[src/rtl/cms_trace_stream_receiver.sv]
`default_nettype none
// ============================================================================
// Module      : cms_trace_stream_receiver
// Description : Sink end of the continuous-monitoring trace AXI-Stream.
//               Accepts {pc, instr} beats into a small FIFO and presents the
//               head beat unpacked on a valid/ready output. Counts accepted
//               beats and bursts and flags tlast framing errors against an
//               expected burst length.
// Ports       :
//   clk, rst_n                     clock, asynchronous active-low reset
//   S_AXIS_tvalid/tready/tdata/tlast  trace stream input
//   tlast_interval                 expected beats per burst (0 = no check)
//   rx_enable                      0 holds S_AXIS_tready low
//   out_valid/out_ready            unpacked beat handshake
//   out_pc/out_instr/out_last      head beat fields (0 while empty)
//   fifo_level                     entries currently buffered
//   beat_count/burst_count         accepted beats / accepted tlast beats
//   err_tlast_early/err_tlast_late sticky framing errors
//   err_clear                      clears both sticky errors
// Revision    : 1.0 - initial release
// ============================================================================
module cms_trace_stream_receiver #(
  parameter int XLEN           = 64,
  parameter int AXI_DATA_WIDTH = 96,
  parameter int FIFO_DEPTH     = 8,
  parameter int CNT_WIDTH      = 16
) (
  input  logic                          clk,
  input  logic                          rst_n,
  input  logic                          S_AXIS_tvalid,
  output logic                          S_AXIS_tready,
  input  logic [AXI_DATA_WIDTH-1:0]     S_AXIS_tdata,
  input  logic                          S_AXIS_tlast,
  input  logic [CNT_WIDTH-1:0]          tlast_interval,
  input  logic                          rx_enable,
  output logic                          out_valid,
  input  logic                          out_ready,
  output logic [XLEN-1:0]               out_pc,
  output logic [31:0]                   out_instr,
  output logic                          out_last,
  output logic [$clog2(FIFO_DEPTH):0]   fifo_level,
  output logic [31:0]                   beat_count,
  output logic [CNT_WIDTH-1:0]          burst_count,
  output logic                          err_tlast_early,
  output logic                          err_tlast_late,
  input  logic                          err_clear
);

  localparam int PTR_W = $clog2(FIFO_DEPTH);
  localparam int LVL_W = PTR_W + 1;
  localparam logic [LVL_W-1:0] FULL_LEVEL = LVL_W'(FIFO_DEPTH);

  // Beat storage: data only, no reset needed since the head is masked
  // whenever the level is zero.
  logic [XLEN-1:0]       mem_pc    [FIFO_DEPTH];
  logic [31:0]           mem_instr [FIFO_DEPTH];
  logic [FIFO_DEPTH-1:0] mem_last;

  logic [PTR_W-1:0]      wr_ptr;
  logic [PTR_W-1:0]      rd_ptr;
  logic [LVL_W-1:0]      level;
  logic                  active;
  logic                  push;
  logic                  pop;

  logic [CNT_WIDTH-1:0]  beat_in_burst;
  logic [CNT_WIDTH-1:0]  idx;
  logic                  check_on;
  logic                  set_early;
  logic                  set_late;
  logic                  end_burst;

  // 'active' is a registered out-of-reset flag so tready is held low while
  // rst_n is asserted even though the level reads zero then.
  assign S_AXIS_tready = active & rx_enable & (level != FULL_LEVEL);
  assign push          = S_AXIS_tvalid & S_AXIS_tready;
  assign out_valid     = (level != '0);
  assign pop           = out_valid & out_ready;
  assign fifo_level    = level;

  assign out_pc    = out_valid ? mem_pc[rd_ptr]    : '0;
  assign out_instr = out_valid ? mem_instr[rd_ptr] : '0;
  assign out_last  = out_valid ? mem_last[rd_ptr]  : 1'b0;

  always_ff @(posedge clk) begin
    if (push) begin
      mem_pc[wr_ptr]    <= S_AXIS_tdata[XLEN+31:32];
      mem_instr[wr_ptr] <= S_AXIS_tdata[31:0];
      mem_last[wr_ptr]  <= S_AXIS_tlast;
    end
  end

  // Pointers wrap naturally because FIFO_DEPTH is a power of two.
  always_ff @(posedge clk or negedge rst_n) begin
    if (!rst_n) begin
      wr_ptr <= '0;
      rd_ptr <= '0;
      level  <= '0;
      active <= 1'b0;
    end else begin
      active <= 1'b1;
      if (push) wr_ptr <= wr_ptr + PTR_W'(1);
      if (pop)  rd_ptr <= rd_ptr + PTR_W'(1);
      case ({push, pop})
        2'b10:   level <= level + LVL_W'(1);
        2'b01:   level <= level - LVL_W'(1);
        default: level <= level;
      endcase
    end
  end

  // Framing check: idx is the 1-based position of the beat being accepted.
  assign idx       = beat_in_burst + CNT_WIDTH'(1);
  assign check_on  = (tlast_interval != '0);
  assign set_early = push & check_on &  S_AXIS_tlast & (idx <  tlast_interval);
  assign set_late  = push & check_on & ~S_AXIS_tlast & (idx == tlast_interval);
  // Reaching the interval without tlast still restarts the count so a single
  // missing tlast does not misalign every following burst.
  assign end_burst = S_AXIS_tlast | (check_on & (idx == tlast_interval));

  always_ff @(posedge clk or negedge rst_n) begin
    if (!rst_n) begin
      beat_count    <= '0;
      burst_count   <= '0;
      beat_in_burst <= '0;
    end else if (push) begin
      beat_count    <= beat_count + 32'd1;
      beat_in_burst <= end_burst ? '0 : idx;
      if (S_AXIS_tlast) burst_count <= burst_count + CNT_WIDTH'(1);
    end
  end

  // A new error in the same cycle as err_clear takes priority.
  always_ff @(posedge clk or negedge rst_n) begin
    if (!rst_n) begin
      err_tlast_early <= 1'b0;
      err_tlast_late  <= 1'b0;
    end else begin
      err_tlast_early <= set_early | (err_tlast_early & ~err_clear);
      err_tlast_late  <= set_late  | (err_tlast_late  & ~err_clear);
    end
  end

endmodule
`default_nettype wire
[config.mk]
export PLATFORM = sky130hd
export DESIGN_NAME = cms_trace_stream_receiver
export DESIGN_NICKNAME = d
export VERILOG_FILES = /design/src/rtl/cms_trace_stream_receiver.sv
export SDC_FILE = /design/constraint.sdc
export NUM_CORES = 1
export LEC_CHECK = 0
export BUFFER_PORTS_ARGS = -buffer_cell sky130_fd_sc_hd__buf_2
export CORE_MARGIN = 2
export CORE_UTILIZATION = 40
export CTS_BUF_LIST = sky130_fd_sc_hd__clkbuf_16
export DETAILED_ROUTE_END_ITERATION = 8
export PLACE_DENSITY = 0.54
export RECOVER_POWER = 50
export SKIP_LAST_GASP = 1
export SYNTH_ARGS = -nofsm -noshare
export SYNTH_HDL_FRONTEND = slang
export SYNTH_SLANG_ARGS = --single-unit
[constraint.sdc]
create_clock -name clk -period 17.1 [get_ports clk]
set_input_delay 5.13 -clock clk [delete_from_list [all_inputs] [get_ports clk]]
set_output_delay 5.13 -clock clk [all_outputs]
set_load 0.02 [all_outputs]
==> results.md, run 1 <==
* Status: finished with violations
* Failing checks: capacitance limit, slew limit
* Avg Synthesized Cell Area at 20.47 µm²
* Yosys cell types at 44
* Num rows at 106
* Flops & latches, synth at 853
* CTS tree: built
* Setup Skew at 0.01521 ns
* P_sw at 0.001947 W
* Clk sink count at 853
* Pwr/cell area at 159.1 mW/mm²
* Drt pass-1 iters at 5
* CTS Buffer Depth at 3
* GRT Overall Usage at 17.31%
* CP Class: in -> out
* Tmin final at 10.68 ns
* Yosys Warn Count at 0
* I/O Buffers at 271
* Internal power at 0.004246 W
* EDFF count, synth at 776
* Relative slew slack at -147.4%
* Pre-CTS setup slack at 6.397 ns
* Total die area at 0.08588 mm²
* CP cell instances: buf_2, nand2_1, nor2_1, buf_2
* Clock transition at path regs at 0.05 ns
* Slew Viols, Final at 99
* CP required at 11.97 ns
* H-tree depth at 3
* Die height at 293.1 µm
* DRT iter0 DRCs at 932
* Crit path top cell by count: buf_2
* Mapped Cells at 1,633
* Final HPWL DP at 40,180 µm
* Post-Synth Simple-Gate Area at 3.680%
* RSZ-0062 raised after global routing: no
* Max VDD drop at 0.1260 mV
* Largest net degree at the start of global routing at 111
* Vias in the first global route at 17,770
* Slowest CP cell: buf_2
* Hold Buf Count CTS at 0
* Final setup viols at 0
* Fin crit share at 62.47%
* Initial antenna violation count at 10
* Vias at 16,380
* Post-Syn Area at 0.03342 mm²
* Area post-placement at 0.03614 mm²
* Fin nets at 2,099
* Core Footprint at 0.08316 mm²
* Syn_nets at 1,777
* Area Overhead vs Synth at 16.44%
* Synth cell count leaders: 776 x edfxtp_1, 194 x mux4_2, 109 x nor2_1
* Largest family of logic cells by synthesized area: multiplexers
* Fin Setup TNS at 0 ns
* CP Max Fanout at 3
* Clock network power share at 31.1%
* Number of gates resized after CTS at 0
* Post-Synth XOR/XNOR Area at 1.782%
* Routed vias/inst at 5.267
* Worst setup slack after layout at 6.417 ns
* Switching Fraction at 31.43%
* Largest cells by area after synthesis: edfxtp_1 70%, mux4_2 13%, dfrtp_1 5.8%
* Final instance area at 0.03891 mm²
* Share of layout cells above drive strength 1 at 26.25%
* DRC violations left at 0
* Synth Area in Compound Gates at 0.7300%
* Async S/R FF share, synth at 9.027%
* CP Launch Type: primary input
* Sequential share of power at 40.2%
* Hold WC Path Type: reg -> reg
* F_max at 0.09361 GHz
* Mux share of post-synthesis cell area at 16.08%
* Clock Tree Root: clkbuf_16
* Detailed Route WL at 73,550 µm
* Placed Cells at 2,941
* Total CTS buffers at 92
* Remaining antenna violation count at 0
* # Post-CTS Setup Buffers at 0
* GR Overflow Total at 0
* Maxcap violations at 2
* First-pass GRT wire length at 111,300 µm
* RePlAce Congestion at 0.7366
* Arr. time, crit path at 5.55 ns
* Count leader, synth: edfxtp_1
* Main flop type after synthesis: edfxtp_1
* Crit path largest cell delay at 0.18 ns
* Yosys top cell area share at 69.72%
* Final hold violation count at 0
* Non-filler cells, final at 3,110
* Ports at 272
* Comb pwr share at 28.7%
* Worst slew pin tran at 3.711 ns
* Clk_lat worst skew at 0.64 ns
* LEAKAGE at 13.46 nW
* Hold_ws at 0.4737 ns
* Wire per inst at 23.65 µm
* Synth Area in Adders at 0.9584%
* Starting Density at 40.19%
* Synth area leader: edfxtp_1
* Die width at 293.1 µm
* Setup crit end kind: primary output
* Post-synthesis sequential area ratio at 75.49%
* Filler cells at 7,014
-- area by class of cell --
cell class,count,area [µm²],area share (%)
clock inverters,74,646.9,1.662
inverters,25,93.84,0.2411
repair buffers,304,1481,3.807
diodes,3,7.507,0.01929
clock buffers,92,2302,5.916
multi-input cells,679,7791,20.02
well taps,1080,1351,3.472
flip-flops and latches,853,25240,64.86
-- metal layers --
| layer | up-vias | GRT usage (%) | routed length [µm] |
|---|---|---|---|
| met1 | 8678 | 22.03 | 30340 |
| met5 | - | 0 | 98 |
| met2 | 324 | 30.25 | 38250 |
| met4 | 16 | 5.253 | 1575 |
| li1 | 7246 | - | - |
| met3 | 117 | 3.124 | 3282 |
-- cells in the final DEF (no fill, tap or decap), types with 7 or more instances in the layout --
cell type / n
buf_2: 162
inv_1: 39
nand2_1: 45
xnor2_1: 50
a22o_1: 7
nand3_1: 28
xor2_1: 18
buf_4: 28
a21oi_1: 7
nor2_1: 109
nor4_1: 9
clkinv_1: 20
clkinv_2: 17
dfrtp_1: 74
mux4_2: 194
nand4_1: 16
mux2i_1: 97
nor3_1: 7
o21ai_0: 10
clkbuf_1: 112
edfxtp_1: 776
ha_1: 24
clkbuf_16: 92
and3_1: 14
bufinv_16: 9
-- sequential cells by signal (all words and copies together) (netlist names) --
register	flops
err_tlast_early	1
mem_instr	256
burst_count	16
mem_pc	512
rd_ptr	3
active	1
err_tlast_late	1
mem_last	8
beat_in_burst	16
fifo_level	4
wr_ptr	3
beat_count	32
-- power groups by stage --
stage / logic (W) / clock network, W / registers (W)
after floorplan: 0.00130 / 0 / 0.00249
after global placement: 0.00183 / 0 / 0.00253
after detailed placement: 0.00184 / 0 / 0.00254
after CTS: 0.00184 / 0.00198 / 0.00250
after global routing: 0.00193 / 0.00205 / 0.00251
final: 0.00178 / 0.00192 / 0.00249
-- final timing paths --
check	startpoint	to	slack, ns	cells past startpoint
min in group asynchronous	rst_n	beat_count[23]$_DFFE_PN0P_	4.52	1
worst max-delay path	rx_enable	S_AXIS_tready	6.42	4
worst min register to register	beat_count[31]$_DFFE_PN0P_	beat_count[31]$_DFFE_PN0P_	0.47	1
max in group asynchronous	rst_n	rd_ptr[2]$_DFFE_PN0P_	8.10	2
worst max register to register	fifo_level[0]$_DFFE_PN0P_	mem_pc[5][14]$_DFFE_PP_	12.82	8
worst min-delay path	beat_count[31]$_DFFE_PN0P_	beat_count[31]$_DFFE_PN0P_	0.47	1
-- metrics by stage --
stage | util, % | power (W)
CTS | 47.01 | 0.006322
global route | 46.79 | 0.006493
finish | 46.80 | 0.006193
detailed placement | 43.46 | 0.004380
floorplan | - | 0.003789
global placement | 43.46 | 0.004365
-- logic make-up after synthesis --
| group | count (synthesis) |
|---|---|
| AO/OA/AOI/OAI | 37 |
| XOR/XNOR | 68 |
| adder cells (fa/ha/maj) | 25 |
| buffers and inverters | 101 |
| flip-flops | 853 |
| multiplexers | 294 |
| other | 1 |
| AND/OR/NAND/NOR | 254 |
-- critical path, delay by kind of cell --
| family | cells | cell delay (ns) |
|---|---|---|
| buffers and inverters | 2 | 0.28 |
| and+or+nand+nor | 2 | 0.14 |
Power figures use the tool's default switching activity.
==> inputs of run 2 (changes only) <==
--- a/config.mk
+++ b/config.mk
@@ -10,7 +10,7 @@
 export CORE_UTILIZATION = 40
 export CTS_BUF_LIST = sky130_fd_sc_hd__clkbuf_16
 export DETAILED_ROUTE_END_ITERATION = 8
-export PLACE_DENSITY = 0.54
+export PLACE_DENSITY = 0.56
 export RECOVER_POWER = 50
 export SKIP_LAST_GASP = 1
 export SYNTH_ARGS = -nofsm -noshare
==> constraint.sdc (replaced) <==
create_clock -name clk -period 9.1 [get_ports clk]
set_input_delay 2.73 -clock clk [delete_from_list [all_inputs] [get_ports clk]]
set_output_delay 2.73 -clock clk [all_outputs]
set_load 0.02 [all_outputs]
==> results.md, run 2 (synthesis results as in run 1) <==
* Status: finished with violations
* Failing checks: capacitance limit, slew limit
* Filler cells at 7,130 (+1.7%)
* RR Startpoint: fifo_level[0]$_DFFE_PN0P_
* Tmin final at 6.475 ns
* Fin crit share at 71.16%
* Wire per inst at 23.73 µm (+0.35%)
* Clk sink count at 853 (unchanged)
* RePlAce Congestion at 0.7425 (+0.80%)
* Clock transition at path regs at 0.06 ns (about the same)
* Clk_lat worst skew at 0.64 ns (about the same)
* Initial antenna violation count at 4 (-6)
* CP Max Fanout at 63 (+60)
* Drt pass-1 iters at 5 (unchanged)
* # Post-CTS Setup Buffers at 0 (unchanged)
* Remaining antenna violation count at 0 (unchanged)
* Clock Tree Root: clkbuf_16
* Share of layout cells above drive strength 1 at 24.98% (-1.3 points)
* Most common cell after layout, fill and taps aside: edfxtp_1
* Number of gates resized after CTS at 0 (unchanged)
* Pwr/cell area at 295.2 mW/mm² (+86%)
* Final setup viols at 0 (unchanged)
* Non-filler cells, final at 3,096 (-0.45%)
* Crit path top cell by count: clkbuf_1
* Total die area at 0.08588 mm² (unchanged)
* Setup crit end kind: async pin
* CP cell instances: clkbuf_1, clkbuf_1
* LEAKAGE at 13.27 nW (-1.4%)
* Hold Startpoint: beat_count[31]$_DFFE_PN0P_
* Relative slew slack at -135.8% (+12 points)
* Hold_ws at 0.4798 ns (+0.006143 ns)
* Setup Skew at 0.02472 ns (+0.009506 ns)
* Hold WC Path Type: reg -> reg
* Maxcap violations at 1 (-1)
* Num rows at 106 (unchanged)
* Hold Buf Count CTS at 0 (unchanged)
* Largest net degree at the start of global routing at 98 (-12%)
* H-tree depth at 3 (unchanged)
* Die width at 293.1 µm (unchanged)
* DRT iter0 DRCs at 962 (+3.2%)
* Reg2reg path depth at 6 (-2)
* Worst slew pin tran at 3.537 ns (-0.1746 ns)
* Total CTS buffers at 89 (-3.3%)
* CP Launch Type: primary input
* Vias at 16,410 (+0.19%)
* Area Overhead vs Synth at 15.68%
* Most frequent cells in the layout: 776 x edfxtp_1, 194 x mux4_2, 141 x buf_2
* RSZ-0062 raised after global routing: no
* Max FFs per register at 512 (unchanged)
* Fin nets at 2,093 (-0.29%)
* CP Class: in -> async
* Slew Viols, Final at 64 (-35%)
* I/O Buffers at 271 (unchanged)
* Largest Register: mem_pc
* Vias in the first global route at 17,830 (+0.35%)
* Final hold violation count at 0 (unchanged)
* Crit path largest cell delay at 2.53 ns (+2.35 ns)
* R2R setup slack at 5.17 ns (-7.65 ns)
* Routed vias/inst at 5.301 (+0.64%)
* CP required at 8.52 ns (-3.45 ns)
* Cell count of the worst hold path at 1 (unchanged)
* Die height at 293.1 µm (unchanged)
* DRC violations left at 0 (unchanged)
* First-pass GRT wire length at 111,200 µm (about the same)
* Final HPWL DP at 40,100 µm (-0.20%)
* Detailed Route WL at 73,470 µm (-0.10%)
* Placed Cells at 2,938 (-0.10%)
* CP top delay family: buffers and inverters
* CTS tree: built
* F_max at 0.1544 GHz
* Slowest CP cell: clkbuf_1
* Max VDD drop at 0.2812 mV (+120%)
* Hold Crit Endpoint: beat_count[31]$_DFFE_PN0P_
* CTS Buffer Depth at 3 (unchanged)
* Starting Density at 40.19% (unchanged)
* R2R Path End: mem_pc[4][59]$_DFFE_PP_
* Worst path bufs/invs at 2 (unchanged)
* GRT Overall Usage at 17.30% (about the same)
* Core Footprint at 0.08316 mm² (unchanged)
* GR Overflow Total at 0 (unchanged)
* Largest regs: mem_pc: 512 flops, mem_instr: 256 flops, beat_count: 32 flops
* Arr. time, crit path at 5.90 ns (+0.35 ns)
* Ports at 272 (unchanged)
[run 2: changes by cell type in the layout (fill, tap and decap cells not counted), sizes merged]
cell      before  now
buf          192  170
bufinv         9    2
clkbuf       204  222
clkinv        43   36
clkinvlp       4    5
diode          3    2
inv           43   47
[run 2: layer usage]
| layer | wire [µm] | track usage, % | vias to the layer above |
|---|---|---|---|
| met4 | 1522 | 4.728 | 6 |
| li1 | - | - | 7229 |
| met1 | 30820 | 22.35 | 8751 |
| met2 | 37880 | 30.05 | 320 |
| met5 | 35 | 0 | - |
| met3 | 3210 | 3.200 | 106 |
[run 2: how the worst max path moves through the flow]
stage,startpoint,endpoint,slack (ns),cells past startpoint
final,rst_n,rd_ptr[0]$_DFFE_PN0P_,2.62,2
after global routing,rst_n,rd_ptr[0]$_DFFE_PN0P_,1.56,2
after CTS,rd_ptr[0]$_DFFE_PN0P_,out_pc[42],2.62,5
after detailed placement,rx_enable,mem_instr[4][3]$_DFFE_PP_,2.76,7
after global placement,rx_enable,mem_instr[4][3]$_DFFE_PP_,2.85,7
after floorplan,rx_enable,mem_instr[3][0]$_DFFE_PP_,-1.91,4
[run 2: metrics by stage]
step	total power [W]	worst slack, ns	utilization [%]	setup TNS (ns)	area (µm²)
finish	0.01141	2.625	46.49	0	38660
global route	0.01197	1.561	46.49	0	38660
CTS	0.01164	2.619	46.71	0	38840
detailed placement	0.008259	2.757	43.49	0	36170
global placement	0.008237	2.847	43.49	0	36170
floorplan	0.007113	-1.905	-	-715.67	33440
[run 2: power by group]
part           total (W)  internal [W]  switching [W]
combinational    0.00331       0.00143        0.00188
clock            0.00335       0.00187        0.00148
sequential       0.00475       0.00446       0.000291
total             0.0114       0.00776        0.00365
[run 2: worst reg2reg max path: cells and delay by family (launching register included)]
kind / cells / cell delay [ns]
buffers and inverters: 3 / 1.65
AND/OR/NAND/NOR: 3 / 1.31
flip-flops: 1 / 0.55
[run 2: final cells by class]
type                       instances  area, µm²  share of cell area [%]
antenna                            2      5.005                 0.01295
clock buffer                      91       2277                   5.890
clock inverter                    65      396.6                   1.026
inverter                          25      93.84                  0.2427
multi-input combinational        679       7830                   20.25
sequential                       853      25240                   65.29
tap                             1080       1351                   3.495
timing repair buffer             301       1465                   3.790
